--- config.mk ---
export PLATFORM = sky130hd
export DESIGN_NAME = cgra_kernel_dispatcher
export DESIGN_NICKNAME = d
export VERILOG_FILES = /design/src/rtl/cgra_kernel_dispatcher.sv
export SDC_FILE = /design/constraint.sdc
export NUM_CORES = 1
export LEC_CHECK = 0
export ABC_AREA = 1
export BUFFER_PORTS_ARGS = -buffer_cell sky130_fd_sc_hd__buf_2
export CELL_PAD_IN_SITES_DETAIL_PLACEMENT = 1
export CELL_PAD_IN_SITES_GLOBAL_PLACEMENT = 2
export CORE_MARGIN = 5
export CORE_UTILIZATION = 31
export DETAILED_ROUTE_END_ITERATION = 10
export GPL_TIMING_DRIVEN = 0
export PLACE_DENSITY_LB_ADDON = 0.1
export SYNTH_ARGS = -nofsm -noshare
export SYNTH_HDL_FRONTEND = slang
export SYNTH_SLANG_ARGS = --single-unit
export TNS_END_PERCENT = 50
--- constraint.sdc ---
create_clock -name clk_i -period 2.8 [get_ports clk_i]
set_input_delay 0.84 -clock clk_i [delete_from_list [all_inputs] [get_ports clk_i]]
set_output_delay 0.84 -clock clk_i [all_outputs]
set_load 0.05 [all_outputs]
--- src/rtl/cgra_kernel_dispatcher.sv ---
// cgra_kernel_dispatcher
// Kernel-launch sequencer between the CGRA peripheral-register slots and the
// reconfigurable-cell columns. Each slot's kernel ID is arbitrated round-robin,
// its configuration word is read from kernel memory and decoded, and the
// lowest-indexed free columns are allocated and started. Completion is
// reported per slot once every column it owns has signalled done.
//
// Optional feature macro: CGRA_DISPATCH_PERF_EN
//   When defined, a saturating 32-bit cycle counter per slot is exported on
//   perf_cycles_o. It measures from grant until the slot's last column frees.
module cgra_kernel_dispatcher #(
  parameter  int N_SLOTS        = 2,
  parameter  int N_COL          = 4,
  parameter  int IMEM_N_LINES   = 128,
  parameter  int RCS_NUM_CREG   = 32,
  parameter  int KER_CONF_N_REG = 16,
  localparam int SLOT_W         = (N_SLOTS > 1) ? $clog2(N_SLOTS) : 1,
  localparam int KID_W          = $clog2(KER_CONF_N_REG),
  localparam int ADD_W          = $clog2(IMEM_N_LINES),
  localparam int NI_W           = $clog2(RCS_NUM_CREG),
  localparam int KMEM_WIDTH     = N_COL + ADD_W + NI_W
) (
  input  logic                       clk_i,
  input  logic                       rst_i,
  input  logic [N_SLOTS-1:0]         req_valid_i,
  input  logic [N_SLOTS*KID_W-1:0]   req_ker_id_i,
  output logic [N_SLOTS-1:0]         req_ready_o,
  output logic                       kmem_req_o,
  output logic [KID_W-1:0]           kmem_addr_o,
  input  logic [KMEM_WIDTH-1:0]      kmem_rdata_i,
  output logic [N_COL-1:0]           col_start_o,
  output logic [ADD_W-1:0]           col_imem_add_o,
  output logic [NI_W-1:0]            col_n_instr_o,
  output logic [N_COL-1:0]           col_busy_o,
  input  logic [N_COL-1:0]           col_done_i,
  output logic [N_SLOTS-1:0]         slot_done_o,
  output logic [N_SLOTS-1:0]         slot_err_o,
  output logic                       busy_o
`ifdef CGRA_DISPATCH_PERF_EN
  ,
  output logic [N_SLOTS*32-1:0]      perf_cycles_o
`endif
);

  localparam int CNT_W = $clog2(N_COL + 1);

  typedef enum logic [2:0] {
    S_IDLE,
    S_FETCH,
    S_DECODE,
    S_ALLOC,
    S_LAUNCH
  } state_e;

  state_e                        state_q;
  logic [SLOT_W-1:0]             slot_q;
  logic [SLOT_W-1:0]             rrPtr_q;
  logic [KID_W-1:0]              kerId_q;
  logic [CNT_W-1:0]              need_q;
  logic [ADD_W-1:0]              pendAdd_q;
  logic [NI_W-1:0]               pendInstr_q;

  logic                          kmemReq_q;
  logic [KID_W-1:0]              kmemAddr_q;
  logic [N_COL-1:0]              colStart_q;
  logic [ADD_W-1:0]              colAdd_q;
  logic [NI_W-1:0]               colInstr_q;
  logic [N_SLOTS-1:0]            slotErr_q;
  logic [N_SLOTS-1:0]            slotDone_q;

  logic [N_COL-1:0]              freeMask_q;
  logic [N_COL-1:0]              freeMask_d;
  logic [N_COL-1:0][SLOT_W-1:0]  owner_q;
  logic [N_SLOTS-1:0]            inflight_q;
  logic [N_SLOTS-1:0]            inflight_d;

  logic [N_SLOTS-1:0]            eligible;
  logic                          grantVld;
  logic [SLOT_W-1:0]             grantSlot;
  logic                          grantFire;
  logic [KID_W-1:0]              grantId;

  logic [NI_W-1:0]               decInstr;
  logic [ADD_W-1:0]              decAdd;
  logic [N_COL-1:0]              decMask;
  logic [CNT_W-1:0]              decNeed;
  logic [CNT_W-1:0]              freeCnt;
  logic                          decErr;

  logic [N_COL-1:0]              allocSel;
  logic                          allocFire;
  logic [N_COL-1:0]              doneEff;
  logic [N_SLOTS-1:0][N_COL-1:0] owned;
  logic [N_SLOTS-1:0]            slotFinish;

  assign eligible = req_valid_i & ~inflight_q;

  // Round-robin search starting at the priority pointer for a requesting idle slot
  always_comb begin
    logic [SLOT_W-1:0] cand;
    grantVld  = 1'b0;
    grantSlot = '0;
    cand      = '0;
    for (int i = 0; i < N_SLOTS; i++) begin
      cand = SLOT_W'((int'(rrPtr_q) + i) % N_SLOTS);
      if (!grantVld && eligible[cand]) begin
        grantVld  = 1'b1;
        grantSlot = cand;
      end
    end
  end

  assign grantFire   = (state_q == S_IDLE) && grantVld;
  assign grantId     = req_ker_id_i[int'(grantSlot)*KID_W +: KID_W];
  assign req_ready_o = (grantFire && !rst_i) ? (N_SLOTS'(1) << grantSlot) : '0;

  assign decInstr = kmem_rdata_i[NI_W-1:0];
  assign decAdd   = kmem_rdata_i[NI_W+ADD_W-1:NI_W];
  assign decMask  = kmem_rdata_i[KMEM_WIDTH-1:KMEM_WIDTH-N_COL];

  // Column counts: how many the fetched kernel needs and how many are free now
  always_comb begin
    decNeed = '0;
    freeCnt = '0;
    for (int c = 0; c < N_COL; c++) begin
      decNeed = decNeed + CNT_W'(decMask[c]);
      freeCnt = freeCnt + CNT_W'(freeMask_q[c]);
    end
  end

  assign decErr = (kerId_q == '0) || (decNeed == '0) || (decInstr == '0);

  // Pick the lowest-indexed free columns until the kernel's demand is met
  always_comb begin
    logic [CNT_W-1:0] taken;
    allocSel = '0;
    taken    = '0;
    for (int c = 0; c < N_COL; c++) begin
      if (freeMask_q[c] && (taken < need_q)) begin
        allocSel[c] = 1'b1;
        taken       = taken + CNT_W'(1);
      end
    end
  end

  assign allocFire = (state_q == S_ALLOC) && (freeCnt >= need_q);
  assign doneEff   = col_done_i & ~freeMask_q;

  // A slot finishes when done pulses retire the last of its owned columns
  always_comb begin
    owned      = '0;
    slotFinish = '0;
    for (int s = 0; s < N_SLOTS; s++) begin
      for (int c = 0; c < N_COL; c++) begin
        owned[s][c] = !freeMask_q[c] && (owner_q[c] == SLOT_W'(s));
      end
      slotFinish[s] = inflight_q[s] && (|(owned[s] & doneEff)) &&
                      ((owned[s] & ~doneEff) == '0);
    end
  end

  assign freeMask_d = (freeMask_q | doneEff) & ~(allocFire ? allocSel : '0);
  assign inflight_d = (inflight_q & ~slotFinish) |
                      (allocFire ? (N_SLOTS'(1) << slot_q) : '0);

  // Launch sequencer: grant, fetch, decode, allocate, launch, with registered outputs
  always_ff @(posedge clk_i or posedge rst_i) begin
    if (rst_i) begin
      state_q     <= S_IDLE;
      slot_q      <= '0;
      rrPtr_q     <= '0;
      kerId_q     <= '0;
      need_q      <= '0;
      pendAdd_q   <= '0;
      pendInstr_q <= '0;
      kmemReq_q   <= 1'b0;
      kmemAddr_q  <= '0;
      colStart_q  <= '0;
      colAdd_q    <= '0;
      colInstr_q  <= '0;
      slotErr_q   <= '0;
    end else begin
      kmemReq_q  <= 1'b0;
      colStart_q <= '0;
      slotErr_q  <= '0;
      case (state_q)
        S_IDLE: begin
          if (grantFire) begin
            slot_q     <= grantSlot;
            kerId_q    <= grantId;
            kmemReq_q  <= 1'b1;
            kmemAddr_q <= grantId;
            rrPtr_q    <= (grantSlot == SLOT_W'(N_SLOTS - 1)) ? '0 : grantSlot + SLOT_W'(1);
            state_q    <= S_FETCH;
          end
        end
        S_FETCH: begin
          state_q <= S_DECODE;
        end
        S_DECODE: begin
          if (decErr) begin
            slotErr_q <= N_SLOTS'(1) << slot_q;
            state_q   <= S_IDLE;
          end else begin
            need_q      <= decNeed;
            pendAdd_q   <= decAdd;
            pendInstr_q <= decInstr;
            state_q     <= S_ALLOC;
          end
        end
        S_ALLOC: begin
          if (allocFire) begin
            colStart_q <= allocSel;
            colAdd_q   <= pendAdd_q;
            colInstr_q <= pendInstr_q;
            state_q    <= S_LAUNCH;
          end
        end
        S_LAUNCH: begin
          state_q <= S_IDLE;
        end
        default: begin
          state_q <= S_IDLE;
        end
      endcase
    end
  end

  // Column ownership, free mask and per-slot in-flight tracking
  always_ff @(posedge clk_i or posedge rst_i) begin
    if (rst_i) begin
      freeMask_q <= '1;
      owner_q    <= '0;
      inflight_q <= '0;
      slotDone_q <= '0;
    end else begin
      freeMask_q <= freeMask_d;
      inflight_q <= inflight_d;
      slotDone_q <= slotFinish;
      for (int c = 0; c < N_COL; c++) begin
        if (allocFire && allocSel[c]) begin
          owner_q[c] <= slot_q;
        end
      end
    end
  end

  assign kmem_req_o     = kmemReq_q;
  assign kmem_addr_o    = kmemAddr_q;
  assign col_start_o    = colStart_q;
  assign col_imem_add_o = colAdd_q;
  assign col_n_instr_o  = colInstr_q;
  assign col_busy_o     = ~freeMask_q;
  assign slot_done_o    = slotDone_q;
  assign slot_err_o     = slotErr_q;
  assign busy_o         = (state_q != S_IDLE) || (|(~freeMask_q));

`ifdef CGRA_DISPATCH_PERF_EN
  logic [N_SLOTS-1:0][31:0] perf_q;

  // Per-slot cycle counters: restart at grant, run while owned or in flight, saturate
  always_ff @(posedge clk_i or posedge rst_i) begin
    if (rst_i) begin
      perf_q <= '0;
    end else begin
      for (int s = 0; s < N_SLOTS; s++) begin
        if (grantFire && (grantSlot == SLOT_W'(s))) begin
          perf_q[s] <= 32'd1;
        end else if ((((state_q != S_IDLE) && (slot_q == SLOT_W'(s))) || inflight_q[s]) &&
                     (perf_q[s] != 32'hFFFF_FFFF)) begin
          perf_q[s] <= perf_q[s] + 32'd1;
        end
      end
    end
  end

  assign perf_cycles_o = perf_q;
`endif

endmodule

==> results.cfg <==
[outcome]
outcome = complete, no violations

[floorplan]
fp.dieW_um = 104
die_h_um = 104
initial_core_util = 0.317
num_rows = 34
ios = 64
fp.coreArea_um2 = 8720
die_area_um2 = 10900

[timing]
worst_pin_slew_ps = 421
fmax_ghz = 0.377
finalCriticalPeriod_ps = 2650
rsz0062_at_grt = no
final-hold-violation-count = 0
hold_ws_ps = 478
setup-tns-final_ps = 0
setup_viol = 0
min_period_over_period = 0.946
clock_skew_ps = 11.9
finalMaxSlewViolations = 0
relSlewSlack = 0.719

[pwr]
peakVddDrop_uv = 447
total_power_uw = 4470
power_density_nw_per_um2 = 1320
leakage_uw = 0.00189

[synthesis]
synth_area_leaders = dfrtp_1 46%, nand2_1 13%, inv_1 7.2%, ha_1 5.9%, o21ai_2 4.4%
yosys_warnings = 0
syn_area_um2 = 2770
syn_area_per_cell_um2 = 8.67
synth_nets = 366
synthCells = 319
seq_area_frac_synth = 0.499
synth_seq_cells = 55
synth_area_leader_cell = dfrtp_1
synthArstFlopShare = 1.00
ys.flop_type = dfrtp_1
synth.top_cell.area_share = 0.461
synth_edf_count = 0
synth.distinct_cells = 34

[clocking]
cts_hold_buf = 0
cts.path.max_buffers = 2
cts_tree = built
root_buffer = clkbuf_8
worst_skew_pair.late_latency_ps = 300
cts_sinks = 55
cts_buffers = 5
cts_max_level = 2
clk_pin_slew_ps = 100

[placed_design]
globalplace.congestion = 0.758
port_buffers = 63
place_hpwl_mm = 5.33
placed_cell_area_um2 = 3240

[drt]
vias = 2217
vias_per_cell = 4.45
wl_mm = 6.73
drtIter0Drc = 45
wl_per_cell_um = 13.5
drt-pass1-iter-count = 4
final_antenna_net_count = 0
drcViolationCount = 0

[critical_path]
worstSetupPathType = in -> out
reg2reg_from = freeMask_q[1]
critPathMaxFanout = 10
critPathBufInv = 5
crit_path_max_incr_delay_ps = 220
cpMaxStageDelayCell = buf_4
crit_chain = buf_2 > inv_1 > nor2_1 > inv_1 > nand2_1 > nand2_1 > buf_4 > nor3_2 > buf_4
crit_arrival_ps = 1810
end_kind = primary output
start_kind = input pin
critPathLaunch = req_valid_i[1]
critical-path-top-delay-family = buffers and inverters
worst_ep_required_time_ps = 1960

[global_routing]
grt_overflow = 0
first_global_vias = 2469
grt_pass1_wl_mm = 11.9
antenna_found_initial = 0
grt_max_degree = 39
track_usage = 0.132

[cells_and_area]
finish.instance_area_um2 = 3380
multi_input_area_um2 = 1150
fin_nets = 437
fillers = 1058
seqCellArea_um2 = 1380
diodes = 0
syn_to_final_growth_pct = 22.2
drive_above_1_share = 0.308

[worst_hold_path]
hp-class = reg -> reg
holdCritStartpoint = pendAdd_q[6]

[run]
max_cap_viol_count = 0
layout by cell type, fill, tap and decap left out, types with 2 or more instances in the layout:
| cell | synthesis | routed |
|---|---|---|
| inv_2 | 4 | 6 |
| fa_1 | 2 | 2 |
| buf_4 | 1 | 3 |
| clkbuf_8 | 0 | 6 |
| a21oi_1 | 6 | 4 |
| nor2_1 | 22 | 21 |
| nand4_1 | 5 | 5 |
| o21ai_2 | 14 | 14 |
| dfstp_2 | 4 | 4 |
| o21ai_0 | 5 | 4 |
| nand2_1 | 98 | 98 |
| nor3_2 | 1 | 3 |
| dfrtp_1 | 51 | 51 |
| inv_1 | 53 | 51 |
| nor2_2 | 1 | 2 |
| nand3_1 | 11 | 10 |
| ha_1 | 13 | 12 |
| a21oi_2 | 1 | 2 |
| nand2_2 | 3 | 2 |
| buf_6 | 4 | 4 |
| buf_2 | 1 | 61 |
| nand3_2 | 1 | 2 |
| o21ai_1 | 5 | 6 |
cells in the mapped netlist (all sizes together) (2+ instances only):
cell,n
nand2,101
inv,58
a21oi,7
dfrtp,51
fa,2
buf,6
o21ai,24
nor3,4
ha,13
nand3,12
dfstp,4
nand4,6
nor2,24
path summary, 6_finish.rpt:
path | to | slack [ps] | cells after the start
worst max-delay path | req_ready_o[0] | 150 | 9
worst min-delay path | col_imem_add_o[6] | 480 | 2
worst max register to register | col_n_instr_o[0] | 160 | 11
worst min register to register | col_imem_add_o[6] | 480 | 2
max in group asynchronous | owner_q[0] | 1710 | 3
min in group asynchronous | rrPtr_q | 550 | 2
per-stage QoR:
step / std cells / worst slack, ps / utilization
global placement: 490 / -319 / 0.369
CTS: 498 / 3.78 / 0.383
finish: 498 / 150 / 0.388
floorplan: 319 / -385 / -
detailed placement: 491 / -52.8 / 0.371
global route: 498 / 3.73 / 0.388
final cells by class:
type	count	share of cell area
Sequential cell	55	0.409
Clock inverter	1	0.00259
Inverter	58	0.0651
Multi-Input combinational cell	200	0.341
Timing Repair Buffer	64	0.101
Clock buffer	6	0.0244
Tap cell	108	0.0400
Buffer	6	0.0178
registers in the layout (all words and copies together) (netlist names):
signal / count
owner_q: 4
rrPtr_q: 1
col_imem_add_o: 7
need_q: 3
slot_done_o: 2
pendAdd_q: 7
kmem_addr_o: 4
freeMask_q: 4
pendInstr_q: 5
col_n_instr_o: 5
kmem_req_o: 1
inflight_q: 2
slot_q: 1
col_start_o: 4
slot_err_o: 2
state_q: 3
report_power, final:
part	switching [uW]	total, uW	internal (uW)
Combinational	1830	2650	819
Sequential	210	1350	1140
Clock	261	461	200
per-layer routing:
layer,routed length [um],vias up,GRT usage
met2,3240,40,0.223
met5,0,-,0
met3,283,5,0.0286
met1,3150,1042,0.173
met4,55,0,0.0305
li1,-,1130,-
kinds of logic after synthesis:
| family | Yosys count | share of synthesized area |
|---|---|---|
| simple gates | 148 | 0.234 |
| flops | 55 | 0.499 |
| fa+ha+maj | 15 | 0.0733 |
| buf+inv | 64 | 0.100 |
| compound gates | 37 | 0.0927 |
worst register-to-register path, cell delays in order (launching register included):
cell,delay [ps]
dfstp_2,590
fa_1,450
ha_1,210
ha_1,180
ha_1,310
a21oi_1,180
nand3_2,160
nand2_4,140
inv_4,80
buf_6,150
nand2_1,60
nand2_1,40
repair_timing:
action	4_1_cts	5_1_grt
gates resized for setup	2	15
endpoints found under the setup margin	1	21
pin swaps	0	1
buffers inserted	0	0
Note: power is estimated with default switching activity, not from simulation.
